### src/rtl/mips_pkg.sv
// Shared MIPS definitions: ALU class encodings, opcodes and datapath widths.
package mips_pkg;

   // Datapath widths used across the pipeline
   localparam int unsigned DATA_W_DEF     = 32;
   localparam int unsigned REG_ADDR_W_DEF = 5;
   localparam int unsigned ALU_OP_W_DEF   = 3;
   localparam int unsigned FUNCT_W        = 6;
   localparam int unsigned OPCODE_W       = 6;

   // ALU class produced by the main decoder
   typedef enum logic [2:0] {
      AluAdd   = 3'b000,
      AluSub   = 3'b001,
      AluFunct = 3'b010,
      AluAnd   = 3'b011,
      AluOr    = 3'b100,
      AluXor   = 3'b101,
      AluSlt   = 3'b110
   } alu_op_e;

   // Primary opcodes
   localparam logic [OPCODE_W-1:0] OP_RTYPE = 6'h00;
   localparam logic [OPCODE_W-1:0] OP_J     = 6'h02;
   localparam logic [OPCODE_W-1:0] OP_JAL   = 6'h03;
   localparam logic [OPCODE_W-1:0] OP_BEQ   = 6'h04;
   localparam logic [OPCODE_W-1:0] OP_BNE   = 6'h05;
   localparam logic [OPCODE_W-1:0] OP_ADDI  = 6'h08;
   localparam logic [OPCODE_W-1:0] OP_SLTI  = 6'h0a;
   localparam logic [OPCODE_W-1:0] OP_ANDI  = 6'h0c;
   localparam logic [OPCODE_W-1:0] OP_ORI   = 6'h0d;
   localparam logic [OPCODE_W-1:0] OP_XORI  = 6'h0e;
   localparam logic [OPCODE_W-1:0] OP_LW    = 6'h23;
   localparam logic [OPCODE_W-1:0] OP_SW    = 6'h2b;

endpackage

### src/rtl/hazard_detect.sv
// Load-use hazard detector: flags when the instruction in ID reads the
// register that the load currently in EX has not yet produced.
module hazard_detect #(
   parameter int unsigned REG_ADDR_W = 5
) (
   input  logic                  ex_valid,
   input  logic                  ex_mem_read,
   input  logic [REG_ADDR_W-1:0] ex_rt,
   input  logic                  id_valid,
   input  logic                  id_jump,
   input  logic                  id_reg_dst,
   input  logic                  id_mem_write,
   input  logic                  id_branch,
   input  logic [REG_ADDR_W-1:0] id_rs,
   input  logic [REG_ADDR_W-1:0] id_rt,
   output logic                  load_use_stall
);

   logic uses_rs;
   logic uses_rt;
   logic ex_load;

   // rt is a source only for R-type, stores and branches; $0 never stalls
   always_comb begin
      uses_rs        = id_valid & ~id_jump;
      uses_rt        = id_valid & (id_reg_dst | id_mem_write | id_branch);
      ex_load        = ex_valid & ex_mem_read & (ex_rt != '0);
      load_use_stall = ex_load & ((uses_rs & (ex_rt == id_rs)) |
                                  (uses_rt & (ex_rt == id_rt)));
   end

endmodule

### src/rtl/id_ex_stage.sv
// ID/EX pipeline register with load-use bubble insertion, flush and hold.
// Optional performance counters are enabled by defining ID_EX_PERF_EN.
import mips_pkg::*;

module id_ex_stage #(
   parameter int unsigned DATA_W     = 32,
   parameter int unsigned REG_ADDR_W = 5,
   parameter int unsigned ALU_OP_W   = 3,
   parameter int unsigned CNT_W      = 32
) (
   input  logic                  clk,
   input  logic                  rst_n,
   input  logic                  flush,
   input  logic                  stall_in,
   input  logic                  id_valid,
   input  logic                  id_reg_dst,
   input  logic                  id_jump,
   input  logic                  id_branch,
   input  logic                  id_mem_read,
   input  logic                  id_mem_to_reg,
   input  logic                  id_mem_write,
   input  logic                  id_alu_src,
   input  logic                  id_reg_write,
   input  logic [ALU_OP_W-1:0]   id_alu_op,
   input  logic [DATA_W-1:0]     id_pc_plus4,
   input  logic [DATA_W-1:0]     id_rs_data,
   input  logic [DATA_W-1:0]     id_rt_data,
   input  logic [DATA_W-1:0]     id_imm,
   input  logic [REG_ADDR_W-1:0] id_rs,
   input  logic [REG_ADDR_W-1:0] id_rt,
   input  logic [REG_ADDR_W-1:0] id_rd,
   input  logic [FUNCT_W-1:0]    id_funct,
   output logic                  ex_valid,
   output logic                  ex_reg_dst,
   output logic                  ex_branch,
   output logic                  ex_mem_read,
   output logic                  ex_mem_to_reg,
   output logic                  ex_mem_write,
   output logic                  ex_alu_src,
   output logic                  ex_reg_write,
   output logic [ALU_OP_W-1:0]   ex_alu_op,
   output logic [DATA_W-1:0]     ex_pc_plus4,
   output logic [DATA_W-1:0]     ex_rs_data,
   output logic [DATA_W-1:0]     ex_rt_data,
   output logic [DATA_W-1:0]     ex_imm,
   output logic [REG_ADDR_W-1:0] ex_rs,
   output logic [REG_ADDR_W-1:0] ex_rt,
   output logic [REG_ADDR_W-1:0] ex_rd,
   output logic [FUNCT_W-1:0]    ex_funct,
   output logic                  load_use_stall,
   output logic                  pc_write,
   output logic                  if_id_write,
   output logic [CNT_W-1:0]      bubble_count,
   output logic [CNT_W-1:0]      stall_count
);

   typedef struct packed {
      logic                  valid;
      logic                  reg_dst;
      logic                  branch;
      logic                  mem_read;
      logic                  mem_to_reg;
      logic                  mem_write;
      logic                  alu_src;
      logic                  reg_write;
      logic [ALU_OP_W-1:0]   alu_op;
      logic [DATA_W-1:0]     pc_plus4;
      logic [DATA_W-1:0]     rs_data;
      logic [DATA_W-1:0]     rt_data;
      logic [DATA_W-1:0]     imm;
      logic [REG_ADDR_W-1:0] rs;
      logic [REG_ADDR_W-1:0] rt;
      logic [REG_ADDR_W-1:0] rd;
      logic [FUNCT_W-1:0]    funct;
   } ex_regs_t;

   ex_regs_t ex_q;
   ex_regs_t ex_d;
   ex_regs_t id_bundle;

   hazard_detect #(
      .REG_ADDR_W (REG_ADDR_W)
   ) u_hazard_detect (
      .ex_valid       (ex_q.valid),
      .ex_mem_read    (ex_q.mem_read),
      .ex_rt          (ex_q.rt),
      .id_valid       (id_valid),
      .id_jump        (id_jump),
      .id_reg_dst     (id_reg_dst),
      .id_mem_write   (id_mem_write),
      .id_branch      (id_branch),
      .id_rs          (id_rs),
      .id_rt          (id_rt),
      .load_use_stall (load_use_stall)
   );

   // Gather the decode outputs; id_jump stays behind, it only qualifies the hazard
   always_comb begin
      id_bundle            = '0;
      id_bundle.valid      = id_valid;
      id_bundle.reg_dst    = id_reg_dst;
      id_bundle.branch     = id_branch;
      id_bundle.mem_read   = id_mem_read;
      id_bundle.mem_to_reg = id_mem_to_reg;
      id_bundle.mem_write  = id_mem_write;
      id_bundle.alu_src    = id_alu_src;
      id_bundle.reg_write  = id_reg_write;
      id_bundle.alu_op     = id_alu_op;
      id_bundle.pc_plus4   = id_pc_plus4;
      id_bundle.rs_data    = id_rs_data;
      id_bundle.rt_data    = id_rt_data;
      id_bundle.imm        = id_imm;
      id_bundle.rs         = id_rs;
      id_bundle.rt         = id_rt;
      id_bundle.rd         = id_rd;
      id_bundle.funct      = id_funct;
   end

   // Next EX contents and front-end enables: flush > hold > load-use bubble > advance
   always_comb begin
      ex_d        = id_bundle;
      pc_write    = 1'b1;
      if_id_write = 1'b1;
      if (flush) begin
         ex_d = '0;
      end else if (stall_in) begin
         ex_d        = ex_q;
         pc_write    = 1'b0;
         if_id_write = 1'b0;
      end else if (load_use_stall) begin
         ex_d        = '0;
         pc_write    = 1'b0;
         if_id_write = 1'b0;
      end
   end

   // Pipeline register
   always_ff @(posedge clk or negedge rst_n) begin
      if (!rst_n) ex_q <= '0;
      else        ex_q <= ex_d;
   end

   assign ex_valid      = ex_q.valid;
   assign ex_reg_dst    = ex_q.reg_dst;
   assign ex_branch     = ex_q.branch;
   assign ex_mem_read   = ex_q.mem_read;
   assign ex_mem_to_reg = ex_q.mem_to_reg;
   assign ex_mem_write  = ex_q.mem_write;
   assign ex_alu_src    = ex_q.alu_src;
   assign ex_reg_write  = ex_q.reg_write;
   assign ex_alu_op     = ex_q.alu_op;
   assign ex_pc_plus4   = ex_q.pc_plus4;
   assign ex_rs_data    = ex_q.rs_data;
   assign ex_rt_data    = ex_q.rt_data;
   assign ex_imm        = ex_q.imm;
   assign ex_rs         = ex_q.rs;
   assign ex_rt         = ex_q.rt;
   assign ex_rd         = ex_q.rd;
   assign ex_funct      = ex_q.funct;

`ifdef ID_EX_PERF_EN
   logic [CNT_W-1:0] bubble_q;
   logic [CNT_W-1:0] stall_q;
   logic             bubble_evt;

   // Only bubbles that actually load because of a hazard are counted
   assign bubble_evt = load_use_stall & ~flush & ~stall_in;

   // Saturating event counters
   always_ff @(posedge clk or negedge rst_n) begin
      if (!rst_n) begin
         bubble_q <= '0;
         stall_q  <= '0;
      end else begin
         if (bubble_evt && (bubble_q != '1)) bubble_q <= bubble_q + 1'b1;
         if (stall_in && (stall_q != '1))    stall_q  <= stall_q + 1'b1;
      end
   end

   assign bubble_count = bubble_q;
   assign stall_count  = stall_q;
`else
   assign bubble_count = '0;
   assign stall_count  = '0;
`endif

endmodule

### config.mk
export PLATFORM = sky130hd
export DESIGN_NAME = id_ex_stage
export DESIGN_NICKNAME = d
export VERILOG_FILES = /design/src/rtl/mips_pkg.sv /design/src/rtl/hazard_detect.sv /design/src/rtl/id_ex_stage.sv
export SDC_FILE = /design/constraint.sdc
export NUM_CORES = 1
export LEC_CHECK = 0
export BUFFER_PORTS_ARGS = -buffer_cell sky130_fd_sc_hd__buf_2
export CORE_AREA = 2 2 152 154
export CTS_CLUSTER_SIZE = 40
export DETAILED_ROUTE_END_ITERATION = 7
export DIE_AREA = 0 0 154 156
export PLACE_DENSITY_LB_ADDON = 0.2
export SYNTH_ARGS = -nofsm -noshare
export SYNTH_HDL_FRONTEND = slang
export SYNTH_SLANG_ARGS = --single-unit
### constraint.sdc
create_clock -name clk -period 2.4 [get_ports clk]
set_input_delay 0.36 -clock clk [delete_from_list [all_inputs] [get_ports clk]]
set_output_delay 0.36 -clock clk [all_outputs]
set_load 0.005 [all_outputs]
==> key figures, run 1 <==
Worst setup path
  – FF-to-FF Start: ex_rt[1]
  – Setup CP Type: reg -> out
  – Crit. End Element: output port
  – Delay of the slowest critical-path stage: 0.54 ns
  – Crit path cell chain: or4_4 > o2111ai_4 > nor2_2 > a21oi_1 > buf_2
  – Slowest stage cell, crit path: or4_4
  – CP Max Fanout: 3
  – R2R Setup Slk: 0.14 ns
  – Critical R2R Capture: ex_pc_plus4[2]
  – Data arrival, critical path: 2.02 ns
  – Worst Path Required: 2.04 ns
  – Critical Path Source Type: flip-flop
  – R2R cell count: 6

Clock network
  – TritonCTS Buffers: 17
  – H-tree depth: 4
  – CTS Buffer Depth: 2
  – Clk sinks: 160
  – Later-pin clock latency in the skew report: 0.42 ns
  – CTS tree: done
  – Clock root buffer: clkbuf_16
  – CTS clk-pin slew, worst paths: 0.08 ns

Floorplan
  – Initial Utilization: 0.431
  – Die area: 24,000 sq um
  – Placeable Area: 22,400 sq um
  – Die Span Y: 156 um
  – Num ports: 392
  – Die Wd: 154 um
  – FP Rows: 55

Routing
  – Via count: 9,459
  – Max layer used: met5
  – Met3 WL: 2480 um
  – Vias per Instance: 6.04
  – TritonRoute pass-1 iters: 7
  – Routed WL: 32,800 um
  – Routed wl met2: 15,200 um
  – M1 WL: 14,200 um
  – Drt drc: 0
  – Post-DRT Antenna Nets: 0
  – WL/cell: 20.9 um
  – Initial DRC count: 772

Timing
  – Hold Fails Final Rpt: 0
  – Slew headroom: 0.370
  – Period utilization: 0.991
  – Clock Skew: 0.0126 ns
  – Fmax: 420 MHz
  – Final setup vio count: 0
  – Hold WS: 0.311 ns
  – Final min period: 2.38 ns
  – Slew Limit Fails: 0
  – PnR worst setup slack: 0.0215 ns
  – Slew @ Worst Pin: 0.945 ns
  – RSZ-0062 raised after global routing: true

Run
  – Maximum Capacitance Violations: 0

Global route
  – Gr usage total: 0.261
  – Congestion Overflow GR: 0
  – First-pass GRT wire length: 50,900 um
  – Initial antenna violation count: 2
  – Vias in the first global route: 8,888
  – Largest net degree at the start of global routing: 166

Hold path
  – Hold WC Path Type: in -> reg
  – Worst hold stages: 4
  – Hold worst-path end: ex_rs_data[26]
  – Worst hold start: id_rs_data[26]

Logic synthesis
  – Main combinational cell family by area after synthesis: compound AO/OA/AOI/OAI gates
  – Avg Cell Area, Syn: 9.38 sq um
  – Unique masters post-synth: 23
  – YS warnings: 0
  – Synth Cell Area: 9630 sq um
  – Post-Synth Adder-Cell Area: 0
  – Compound-gate portion of the synthesized area: 0.272
  – Post-Synth Simple-Gate Area: 0.191
  – Multiplexer area fraction after synthesis: 0
  – Register area share after synthesis: 0.416
  – Area share of xor/xnor cells in the synthesized design: 0.00910
  – Cells after Synth: 1,027
  – FF+latch count, synth: 160

Finish
  – Synthesis-to-finish area growth: 23.7%
  – Layout cells sized above 1: 0.314
  – Util after Layout: 0.533
  – Nets: 1,432

Power
  – IR drop worst, VDD: 458 uV
  – Pwr Density: 639 nW/um^2
  – Leak: 5.70 nW
  – Total power: 7.61 mW

Placed design
  – Final HPWL DP: 18,100 um
  – Setup WS pre-CTS: 0.249 ns
  – Routability-driven placement congestion ratio: 0.814
  – Port Buffers: 327

Run status
  – Outcome: finished clean
-- worst max-delay path by stage --
| stage | startpoint | endpoint | slack (ns) | cells after the start |
|---|---|---|---|---|
| CTS | ex_rt[3] | if_id_write | -0.004 | 5 |
| detailed placement | ex_rt[3] | ex_rt_data[1] | 0.25 | 6 |
| global route | ex_rt[3] | pc_write | -0.06 | 5 |
| global placement | ex_rt[2] | load_use_stall | 0.27 | 5 |
| finish | ex_rt[3] | if_id_write | 0.02 | 5 |
| floorplan | ex_rt[0] | pc_write | 0.20 | 6 |
-- cell families (layout without fill, tap and decap cells) --
family / count (synthesis) / in the layout
and+or+nand+nor: 324 / 324
AOI/OAI and AO/OA: 323 / 323
buffers and inverters: 209 / 399
DFF: 160 / 160
xor gates and xnor gates: 10 / 10
other: 1 / 66
-- critical path: cells and delay by family, from the launching register on --
kind / cells / cell delay (ns)
AOI/OAI and AO/OA: 2 / 0.44
DFF: 1 / 0.41
and+or+nand+nor: 2 / 0.61
buffers and inverters: 1 / 0.14
-- cells in the mapped netlist --
library cell	instances	share of area
a21oi_1	1	0.00052
nand2_1	156	0.061
nor2b_1	2	0.0013
o2111ai_2	1	0.0016
a22oi_1	155	0.12
nand2b_1	1	0.00065
o22ai_1	1	0.00065
xor2_1	3	0.0027
xnor2_1	7	0.0064
nor3b_1	160	0.12
dfrtp_1	160	0.42
or4_1	2	0.0016
o21ai_0	5	0.0026
buf_4	74	0.058
inv_1	6	0.0023
buf_2	16	0.0083
nor3_1	1	0.00052
clkbuf_1	113	0.044
nand4_1	1	0.00065
conb_1	1	0.00039
o221ai_1	155	0.14
a32oi_1	5	0.0045
nor2_1	1	0.00039
-- report_power, final --
part	internal, mW	switching [mW]	total (mW)
combinational	0.644	1.08	1.73
clock	1.50	1.26	2.76
sequential	2.96	0.157	3.12
-- layer usage --
metal	vias up	track usage
met5	-	0
met4	2	0.0846
met3	52	0.0631
met2	431	0.392
met1	4677	0.371
li1	4297	-
-- timing repair --
item	4_1_cts	5_1_grt
endpoints found under the hold margin	54	0
hold buffers	1	0
gates cloned	2	0
endpoints found under the setup margin	3	3
gates resized for setup	5	0
pin swaps	3	2
setup buffers	7	1
-- stage by stage --
stage	cell area (sq um)	setup TNS (ns)	instances
2_1_floorplan	9870	0	1090
3_3_place_gp	11200	0	1522
3_5_place_dp	11200	0	1522
4_1_cts	11900	-0.00656	1564
5_1_grt	11900	-0.161	1566
6_report	11900	0	1567
-- layout by cell type, fill, tap and decap left out, types with 3 or more instances in the layout --
cell type	n
inv_6	6
buf_2	324
nand2_1	155
a32oi_1	5
conb_1	64
dfrtp_1	158
xor2_1	3
o21ai_0	5
inv_8	3
a22oi_1	155
xnor2_1	7
nor3b_1	160
buf_12	12
o221ai_1	155
inv_1	6
buf_4	21
clkbuf_16	17
-- layout make-up --
type	instances	area, sq um
Fill cell	2098	10500
Multi-Input combinational cell	721	4830
Sequential cell	160	4010
Timing Repair Buffer	361	2110
Clock buffer	18	439
Tap cell	285	357
Clock inverter	14	145
Inverter	6	22.5
Antenna cell	2	5.00
Power figures use the tool's default switching activity.
==> run 2, diff against run 1 <==
--- a/config.mk
+++ b/config.mk
@@ -6,10 +6,10 @@
 export NUM_CORES = 1
 export LEC_CHECK = 0
 export BUFFER_PORTS_ARGS = -buffer_cell sky130_fd_sc_hd__buf_2
-export CORE_AREA = 2 2 152 154
+export CORE_AREA = 2 2 154 156
 export CTS_CLUSTER_SIZE = 40
 export DETAILED_ROUTE_END_ITERATION = 7
-export DIE_AREA = 0 0 154 156
+export DIE_AREA = 0 0 156 158
 export PLACE_DENSITY_LB_ADDON = 0.2
 export SYNTH_ARGS = -nofsm -noshare
 export SYNTH_HDL_FRONTEND = slang
==> key figures, run 2 (synthesis gave the netlist of run 1 again) <==
Clock network
  – CTS Buffer Depth: 2 (unchanged)
  – H-tree depth: 4 (unchanged)
  – CTS tree: done
  – Later-pin clock latency in the skew report: 0.42 ns (about the same)
  – CTS clk-pin slew, worst paths: 0.08 ns (about the same)
  – Clk sinks: 160 (unchanged)
  – Clock root buffer: clkbuf_16
  – TritonCTS Buffers: 17 (unchanged)

Floorplan
  – Initial Utilization: 0.418 (-0.0128)
  – Num ports: 392 (unchanged)
  – Placeable Area: 23,100 sq um (+3.1%)
  – FP Rows: 56 (+1.8%)
  – Die area: 24,600 sq um (+2.6%)
  – Die Span Y: 158 um (+1.3%)
  – Die Wd: 156 um (+1.3%)

Routing
  – Initial DRC count: 745 (-3.5%)
  – TritonRoute pass-1 iters: 5 (-2)
  – WL/cell: 20.8 um (-0.45%)
  – Post-DRT Antenna Nets: 0 (unchanged)
  – Drt drc: 0 (unchanged)
  – Vias per Instance: 6.06 (+0.43%)
  – Via count: 9,597 (+1.5%)
  – Routed WL: 33,000 um (+0.56%)

Finish
  – Nets: 1,442 (+0.70%)
  – Most common cell after layout, fill and taps aside: buf_2
  – Synthesis-to-finish area growth: 24.3%
  – Commonest cells after routing, fill and taps aside: buf_2, nor3b_1, dfrtp_1
  – Non-Filler Instances: 1,583 (+1.0%)
  – Layout cells sized above 1: 0.319 (+0.00454)

Power
  – Power share of the clock group: 0.351 (-0.012)
  – Logic pwr share: 0.233 (+0.006)
  – Sw Pwr: 2.51 mW (+0.12%)
  – Cell Int Power: 5.02 mW (-1.7%)
  – Leak: 5.72 nW (+0.32%)
  – Pwr Density: 629 nW/um^2 (-1.6%)
  – Switching share of power: 0.333 (+0.00409)
  – Total power: 7.53 mW (-1.1%)
  – IR drop worst, VDD: 295 uV (-35%)
  – Reg power frac: 0.415 (+0.005)

Hold path
  – Hold WC Path Type: in -> reg

Worst setup path
  – Worst Path Required: 2.04 ns (about the same)
  – Crit. End Element: output port
  – Data arrival, critical path: 1.98 ns (-0.04 ns)
  – Critical Path Source Type: flip-flop
  – Setup CP Type: reg -> out
  – CP Max Fanout: 3 (unchanged)

Timing
  – Final min period: 2.34 ns (-0.0418 ns)
  – Clock Skew: 0.0150 ns (+0.00231 ns)
  – Period utilization: 0.974 (-0.0174)
  – Slew Limit Fails: 0 (unchanged)
  – RSZ-0062 raised after global routing: true
  – Slew headroom: 0.397 (+0.0265)
  – Slew @ Worst Pin: 0.905 ns (-0.0397 ns)
  – Hold Fails Final Rpt: 0 (unchanged)
  – Final setup vio count: 0 (unchanged)
  – Fmax: 428 MHz (+1.8%)

Global route
  – Initial antenna violation count: 2 (unchanged)
  – Vias in the first global route: 8,856 (-0.36%)
  – Gr usage total: 0.255 (-0.00593)
  – Largest net degree at the start of global routing: 156 (-6.0%)
  – First-pass GRT wire length: 50,800 um (-0.35%)
  – Congestion Overflow GR: 0 (unchanged)

Run status
  – Outcome: finished clean

Placed design
  – # placed instances: 1,537 (+0.99%)
  – Final HPWL DP: 19,500 um (+7.8%)
  – Port Buffers: 327 (unchanged)
  – Routability-driven placement congestion ratio: 0.832 (+2.2%)

Run
  – Maximum Capacitance Violations: 0 (unchanged)
==> run 2: changes by cell type in the layout (fill, tap and decap cells not counted), sizes merged <==
cell	before	now
inv	15	13
clkinvlp	2	1
diode	2	3
bufinv	1	0
buf	358	370
bufbuf	2	0
clkinv	2	6
==> run 2: timing repair <==
item                       in CTS  in global routing
setup endpoints to repair       3                  3
hold buffers                    1                  0
pin swaps                       4                  7
gates resized for setup         4                  2
hold endpoints to repair       30                  0
setup buffers                   9                  1
==> run 2: path summary, 6_finish.rpt <==
path	endpoint	slack, ns	startpoint	depth (start not counted)
min in group asynchronous	ex_imm[22]	0.40	rst_n	2
worst max register to register	ex_alu_src	0.19	ex_rt[3]	8
worst max-delay path	load_use_stall	0.06	ex_rt[4]	5
worst min-delay path	ex_alu_op[1]	0.31	id_alu_op[1]	4
worst min register to register	ex_rt_data[12]	0.51	ex_rt_data[12]	2
max in group asynchronous	ex_rt_data[15]	1.30	rst_n	3
==> run 2: routing by layer <==
layer / track usage / part of all wire / up-vias
met2: 0.391 / 0.47 / 465
li1: - / - / 4325
met5: 0 / 0 / -
met1: 0.360 / 0.43 / 4758
met4: 0.0861 / 0.022 / 0
met3: 0.0542 / 0.076 / 49
==> run 2: layout make-up <==
class	instances	area, sq um
fillers	2163	11100
diodes	3	7.51
clock buffers	18	439
repair buffers	371	2170
well taps	290	363
clock inverters	14	124
inverters	6	22.5
flip-flops and latches	160	4010
multi-input cells	721	4830
==> run 2: stage by stage <==
step,setup slack [ns],hold WS (ns),instance area [sq um],utilization,TNS [ns]
after floorplan,0.200,0.0644,9870,-,0
after global placement,0.290,0.289,11300,0.490,0
after detailed placement,0.261,0.281,11300,0.490,0
after CTS,0.0132,0.294,11900,0.518,0
after global routing,-0.0264,0.308,12000,0.519,-0.0562
final,0.0634,0.315,12000,0.519,0
==> run 2: power groups by stage <==
stage / Combinational (mW) / Clock [mW] / Sequential, mW
CTS: 1.75 / 2.71 / 3.12
global route: 1.93 / 2.83 / 3.16
finish: 1.76 / 2.64 / 3.13
global placement: 1.71 / 0 / 3.17
floorplan: 0.951 / 0 / 3.19
detailed placement: 1.71 / 0 / 3.17
==> run 2: critical path, cell delays in order (launching register included) <==
cell and delay (ns):
dfrtp_1 0.41, xor2_1 0.15, or4_4 0.54, o22ai_4 0.19
nor2b_1 0.15, buf_2 0.11
